$ cat src/rtl/cla_pipe_adder_if.sv
// ============================================================================
// Module   : cla_pipe_adder_if
// Purpose  : Operand/result valid-ready bundle for the pipelined CLA add/sub.
// Revision : 1.0 - initial release
// ============================================================================
`default_nettype none

interface cla_pipe_adder_if #(
    parameter int WIDTH = 16
);
    logic             in_valid;
    logic             in_ready;
    logic [WIDTH-1:0] in_a;
    logic [WIDTH-1:0] in_b;
    logic             in_cin;
    logic             in_sub;
    logic             out_valid;
    logic             out_ready;
    logic [WIDTH-1:0] out_sum;
    logic             out_cout;
    logic             out_ovf;
    logic             out_blk_p;
    logic             out_blk_g;

    modport master (
        output in_valid, in_a, in_b, in_cin, in_sub, out_ready,
        input  in_ready, out_valid, out_sum, out_cout, out_ovf, out_blk_p, out_blk_g
    );

    modport slave (
        input  in_valid, in_a, in_b, in_cin, in_sub, out_ready,
        output in_ready, out_valid, out_sum, out_cout, out_ovf, out_blk_p, out_blk_g
    );
endinterface

`default_nettype wire

$ cat src/rtl/cla_pipe_adder.sv
// ============================================================================
// Module   : cla_pipe_adder
// Purpose  : 2-stage pipelined carry-lookahead add/sub with valid/ready flow
//            control and block P/G outputs for cascading.
// Revision : 1.0 - initial release
// ============================================================================
`default_nettype none

module cla_pipe_adder #(
    parameter int WIDTH = 16,
    parameter int GROUP = 4
) (
    input  wire logic        clk,
    input  wire logic        rst,
    cla_pipe_adder_if.slave  bus
);
    localparam int NGRP = WIDTH / GROUP;

    logic             adv1, adv2;
    logic             s1_valid, s2_valid;
    logic [WIDTH-1:0] s1_p, s1_g;
    logic [NGRP-1:0]  s1_px, s1_gx;
    logic             s1_c0, s1_a_msb, s1_b_msb;

    logic [WIDTH-1:0] b_eff, p_in, g_in;
    logic [NGRP-1:0]  px_in, gx_in;

    logic [WIDTH-1:0] sum_nxt;
    logic             cout_nxt, ovf_nxt, blk_p_nxt, blk_g_nxt;

    logic [WIDTH-1:0] sum_q;
    logic             cout_q, ovf_q, blk_p_q, blk_g_q;

    assign adv2 = !s2_valid || bus.out_ready;
    assign adv1 = !s1_valid || adv2;

    assign b_eff = bus.in_sub ? ~bus.in_b : bus.in_b;
    assign p_in  = bus.in_a ^ b_eff;
    assign g_in  = bus.in_a & b_eff;

    // Group propagate/generate, folded from the bottom bit of each group upward
    always_comb begin
        logic pacc, gacc;
        px_in = '0;
        gx_in = '0;
        for (int j = 0; j < NGRP; j++) begin
            pacc = 1'b1;
            gacc = 1'b0;
            for (int k = 0; k < GROUP; k++) begin
                gacc = g_in[j*GROUP+k] | (p_in[j*GROUP+k] & gacc);
                pacc = pacc & p_in[j*GROUP+k];
            end
            px_in[j] = pacc;
            gx_in[j] = gacc;
        end
    end

    always_comb begin
        logic [NGRP:0] gc;
        logic          c;
        logic          bg;
        sum_nxt = '0;
        gc[0]   = s1_c0;
        for (int j = 0; j < NGRP; j++) begin
            gc[j+1] = s1_gx[j] | (s1_px[j] & gc[j]);
        end
        for (int j = 0; j < NGRP; j++) begin
            c = gc[j];
            for (int k = 0; k < GROUP; k++) begin
                sum_nxt[j*GROUP+k] = s1_p[j*GROUP+k] ^ c;
                c = s1_g[j*GROUP+k] | (s1_p[j*GROUP+k] & c);
            end
        end
        // Block generate ignores the incoming carry so cascaded trees stay carry-independent
        bg = 1'b0;
        for (int j = 0; j < NGRP; j++) begin
            bg = s1_gx[j] | (s1_px[j] & bg);
        end
        cout_nxt  = gc[NGRP];
        ovf_nxt   = (s1_a_msb == s1_b_msb) && (sum_nxt[WIDTH-1] != s1_a_msb);
        blk_p_nxt = &s1_px;
        blk_g_nxt = bg;
    end

    always_ff @(posedge clk or posedge rst) begin
        if (rst) begin
            s1_valid <= 1'b0;
            s1_p     <= '0;
            s1_g     <= '0;
            s1_px    <= '0;
            s1_gx    <= '0;
            s1_c0    <= 1'b0;
            s1_a_msb <= 1'b0;
            s1_b_msb <= 1'b0;
            s2_valid <= 1'b0;
            sum_q    <= '0;
            cout_q   <= 1'b0;
            ovf_q    <= 1'b0;
            blk_p_q  <= 1'b0;
            blk_g_q  <= 1'b0;
        end else begin
            if (adv1) begin
                s1_valid <= bus.in_valid;
                s1_p     <= p_in;
                s1_g     <= g_in;
                s1_px    <= px_in;
                s1_gx    <= gx_in;
                s1_c0    <= bus.in_sub | bus.in_cin;
                s1_a_msb <= bus.in_a[WIDTH-1];
                s1_b_msb <= b_eff[WIDTH-1];
            end
            if (adv2) begin
                s2_valid <= s1_valid;
                if (s1_valid) begin
                    sum_q   <= sum_nxt;
                    cout_q  <= cout_nxt;
                    ovf_q   <= ovf_nxt;
                    blk_p_q <= blk_p_nxt;
                    blk_g_q <= blk_g_nxt;
                end
            end
        end
    end

    assign bus.in_ready  = adv1;
    assign bus.out_valid = s2_valid;
    assign bus.out_sum   = sum_q;
    assign bus.out_cout  = cout_q;
    assign bus.out_ovf   = ovf_q;
    assign bus.out_blk_p = blk_p_q;
    assign bus.out_blk_g = blk_g_q;

endmodule

`default_nettype wire

$ cat src/flat_wrapper.sv
// flat-port wrapper written by rule: the top's interface ports become plain ports
module cla_pipe_adder_flat 
#(
    parameter int WIDTH = 16,
    parameter int GROUP = 4
)
  (clk, rst, bus_in_valid, bus_in_a, bus_in_b, bus_in_cin, bus_in_sub, bus_out_ready, bus_in_ready, bus_out_valid, bus_out_sum, bus_out_cout, bus_out_ovf, bus_out_blk_p, bus_out_blk_g);
  cla_pipe_adder_if #(.WIDTH(WIDTH)) bus_i ();
  input  wire logic clk;
  input  wire logic rst;
  input wire logic [$bits(bus_i.in_valid)-1:0] bus_in_valid;
  input wire logic [$bits(bus_i.in_a)-1:0] bus_in_a;
  input wire logic [$bits(bus_i.in_b)-1:0] bus_in_b;
  input wire logic [$bits(bus_i.in_cin)-1:0] bus_in_cin;
  input wire logic [$bits(bus_i.in_sub)-1:0] bus_in_sub;
  input wire logic [$bits(bus_i.out_ready)-1:0] bus_out_ready;
  output wire logic [$bits(bus_i.in_ready)-1:0] bus_in_ready;
  output wire logic [$bits(bus_i.out_valid)-1:0] bus_out_valid;
  output wire logic [$bits(bus_i.out_sum)-1:0] bus_out_sum;
  output wire logic [$bits(bus_i.out_cout)-1:0] bus_out_cout;
  output wire logic [$bits(bus_i.out_ovf)-1:0] bus_out_ovf;
  output wire logic [$bits(bus_i.out_blk_p)-1:0] bus_out_blk_p;
  output wire logic [$bits(bus_i.out_blk_g)-1:0] bus_out_blk_g;
  assign bus_i.in_valid = bus_in_valid;
  assign bus_i.in_a = bus_in_a;
  assign bus_i.in_b = bus_in_b;
  assign bus_i.in_cin = bus_in_cin;
  assign bus_i.in_sub = bus_in_sub;
  assign bus_i.out_ready = bus_out_ready;
  assign bus_in_ready = bus_i.in_ready;
  assign bus_out_valid = bus_i.out_valid;
  assign bus_out_sum = bus_i.out_sum;
  assign bus_out_cout = bus_i.out_cout;
  assign bus_out_ovf = bus_i.out_ovf;
  assign bus_out_blk_p = bus_i.out_blk_p;
  assign bus_out_blk_g = bus_i.out_blk_g;
  cla_pipe_adder #(.WIDTH(WIDTH), .GROUP(GROUP)) u_core (.clk(clk), .rst(rst), .bus(bus_i));
endmodule
$ cat config.mk
export PLATFORM = sky130hd
export DESIGN_NAME = cla_pipe_adder_flat
export DESIGN_NICKNAME = d
export VERILOG_FILES = /design/src/rtl/cla_pipe_adder_if.sv /design/src/rtl/cla_pipe_adder.sv /design/src/flat_wrapper.sv
export SDC_FILE = /design/constraint.sdc
export NUM_CORES = 1
export LEC_CHECK = 0
export BUFFER_PORTS_ARGS = -buffer_cell sky130_fd_sc_hd__buf_2
export CORE_AREA = 2 2 78 80
export DETAILED_ROUTE_END_ITERATION = 10
export DIE_AREA = 0 0 80 82
export HOLD_SLACK_MARGIN = 0.08
export PLACE_DENSITY = 0.76
export SETUP_SLACK_MARGIN = 0.2
export SKIP_LAST_GASP = 1
export SLEW_MARGIN = 25
export SYNTH_ARGS = -nofsm -noshare
export SYNTH_HDL_FRONTEND = slang
export SYNTH_SLANG_ARGS = --single-unit
export TNS_END_PERCENT = 100
$ cat constraint.sdc
create_clock -name clk -period 3.1 [get_ports clk]
set_input_delay 0.31 -clock clk [delete_from_list [all_inputs] [get_ports clk]]
set_output_delay 0.31 -clock clk [all_outputs]
set_load 0.05 [all_outputs]
==> results.cfg <==
[status]
outcome = finished, final reports clean

[timing]
finalSetupTns_ns = 0
slew_headroom = 0.494
slew_viol_final = 0
worst_slew_pin_slew_ns = 0.759
finalCritPeriodShare = 0.914
holdWs_ns = 0.176
final_hold_viol_count = 0
fmaxAchievable_mhz = 353
setup_viol = 0
final.setup.worst_slack_ns = 0.266
rsz0062_at_grt = no
min_period_ns = 2.83
clock_skew_ns = 0.00632

[route]
drc_errors = 0
routed_wl_mm = 6.23
avgViaCountPerCell = 5.10
vias = 2296
wl_per_cell_um = 13.8
dr.pass1.iters = 4
first_iter_violations = 124
ant_nets = 0

[pwr]
p_clk_frac = 0.226
power.leakage_nw = 1.96
power.internal_mw = 1.67
pwr-share-seq = 0.393
power_density_mw_per_mm2 = 760
peakVddDrop_uv = 389
power_switching_mw = 1.11
pwr-share-comb = 0.381
power.total_mw = 2.78
p_sw_frac = 0.401

[grt]
antenna_found_initial = 0
grt_overflow = 0
grt_pass1_wl_mm = 9.98
grt_max_degree = 62
grt_usage = 0.203
grt_pass1_vias = 2137

[worst_setup_path]
crit_path_end_kind = flip-flop
path_cells = a21o_1 > a21o_1 > a21o_1 > ha_2 > or2_4 > ha_4 > or2_4 > ha_4 > nor2_4 > xor2_2 > or4_1 > nand3_1
crit_path_max_incr_delay_ns = 0.51
reg2reg_from = u_core.s1_c0$_DFFE_PP0P_
crit_required_ns = 3.37
worst-setup-path-type = reg2reg
crit_arrival_ns = 3.11
slowest_stage = or4_1
start_kind = flip-flop
critPathMaxFanout = 3
worst-r2r-cell-count = 12
r2r_end = u_core.bus.out_ovf$_DFFE_PP0P_
cpMostUsedCell = a21o_1
r2r_setup_slack_ns = 0.27

[place]
gp_congestion = 0.812
numPortBuffers = 59
place_ws_ns = 0.241
dp_hpwl_mm = 4.15
dp_cells = 430
placed_cell_area_sq_mm = 0.00340

[logic_synthesis]
synth_warnings = 0
ys_seq_area_frac = 0.498
netlist_area_sq_mm = 0.00306
synthCells = 306
avgSynthCellArea_sq_um = 10.0
synth_top_area_share = 0.498
synth_cell_types = 24
yosys-top-cells-area = dfrtp_1 (50%), nand2_1 (12%), ha_1 (11%), xor2_1 (5.7%), mux2_4 (3.4%)
synth_top_area_cell = dfrtp_1
ys_seq_elements = 61
synth_nets = 372

[cts]
cts.sinks = 61
ctsHoldBuffers = 0
cts_made_buffers = 9
clock_latency_ns = 0.34
clk_path_buf_depth = 2
htree_levels = 3
cts_root_buffer = clkbuf_8
cts_tree = yes
clk_pin_slew_ns = 0.07

[layout]
nNetsFinal = 436
nFillCells = 502
utilization = 0.637
syn_to_final_growth_pct = 19.4
postLayoutCellArea_sq_mm = 0.00366
drive_gt1_frac = 0.299
antenna_cells = 0
stdcell_count = 450

[die]
core_sq_mm = 0.00575
die_area_sq_mm = 0.00656
rows = 28
initial_core_util = 0.533
io_pins = 60
die_w_um = 80
die_h_um = 82

[worst_hold_path]
hold_path.class = in2reg
hold_end = u_core.s1_valid$_DFFE_PP0P_
min_path_cells = 2
min_from = bus_in_valid

[job]
cap_violations = 0
[metal layers]
layer | track usage | vias to the layer above | wire length [um] | share of wire
met2 | 0.309 | 60 | 3010 | 0.48
li1 | - | 1137 | - | -
met1 | 0.277 | 1087 | 2780 | 0.45
met3 | 0.0308 | 12 | 274 | 0.044
met5 | 0 | - | 0 | 0
met4 | 0.119 | 0 | 156 | 0.025
[worst max-delay path, delay by kind of cell, from the launching register on]
kind | cells | cell delay [ns]
simple gates | 5 | 1.21
compound gates | 3 | 0.57
fa+ha+maj | 3 | 0.50
flops | 1 | 0.38
xor+xnor | 1 | 0.09
[worst max path at each step]
stage	cells past startpoint	endpoint	startpoint	slack [ns]
final	12	u_core.bus.out_ovf$_DFFE_PP0P_	u_core.s1_c0$_DFFE_PP0P_	0.27
after detailed placement	12	u_core.bus.out_ovf$_DFFE_PP0P_	u_core.s1_px[0]$_DFFE_PP0P_	0.24
after global placement	12	u_core.bus.out_ovf$_DFFE_PP0P_	u_core.s1_px[0]$_DFFE_PP0P_	0.26
after CTS	12	u_core.bus.out_ovf$_DFFE_PP0P_	u_core.s1_px[0]$_DFFE_PP0P_	0.21
after floorplan	12	u_core.bus.out_ovf$_DFFE_PP0P_	u_core.s1_px[0]$_DFFE_PP0P_	0.34
after global routing	12	u_core.bus.out_ovf$_DFFE_PP0P_	u_core.s1_c0$_DFFE_PP0P_	0.18
[cells by family after synthesis]
group,count (synthesis),share of synthesized area
and+or+nand+nor,139,0.191
DFF,61,0.498
AOI/OAI and AO/OA,29,0.0551
adders and majority gates,28,0.114
xor gates and xnor gates,20,0.0572
buffers and inverters,16,0.0278
muxes,13,0.0563
[power groups by stage]
stage / Combinational, mW / Sequential (mW) / Clock [mW]
after CTS: 1.05 / 1.09 / 0.641
after detailed placement: 1.03 / 1.10 / 0
after global placement: 1.01 / 1.10 / 0
final: 1.06 / 1.09 / 0.628
after floorplan: 0.394 / 1.48 / 0
after global routing: 1.15 / 1.12 / 0.682
[Yosys cell counts, drive strengths merged]
master / count
inv: 3
nand2b: 2
and2: 1
a21o: 7
or2: 8
a31oi: 5
a21oi: 6
clkbuf: 3
nor2: 13
nand4: 6
o21ai: 11
xor2: 20
mux2: 13
buf: 10
nand2: 102
dfrtp: 61
ha: 28
or4: 1
nand3: 6
[area by class of cell]
class,instances,area (sq um),area share
sequential,61,1530,0.417
inverter,3,11.3,0.00308
clock inverter,5,25.0,0.00684
timing repair buffer,66,348,0.0951
multi-input combinational,229,1500,0.411
clock buffer,11,151,0.0414
tap,75,93.8,0.0256
[cell usage in the layout, fill, tap and decap left out, drive strengths merged]
master	count
a21o	7
or4	1
inv	3
or2	8
nand3	6
a31oi	5
o21ai	11
nor2	13
and2	1
nand4	6
xor2	20
buf	66
a21oi	6
ha	28
clkbuf	11
clkinv	5
dfrtp	61
nand2	102
mux2	13
nand2b	2
[registers in the layout, indices dropped and copies added (netlist names), 4 cells and up]
register	cells
u_core.bus.out_sum	16
u_core.s1_p	16
u_core.s1_gx	4
u_core.s1_g	12
u_core.s1_px	4
[what timing repair did]
| item | 4_1_cts | 5_1_grt |
|---|---|---|
| endpoints found under the setup margin | 1 | 1 |
| setup buffers | 3 | 1 |
| resized for setup | 0 | 10 |
| hold endpoints to repair | 0 | 0 |
| pin swaps | 1 | 8 |
No activity file was read; power rests on OpenSTA's default activity.
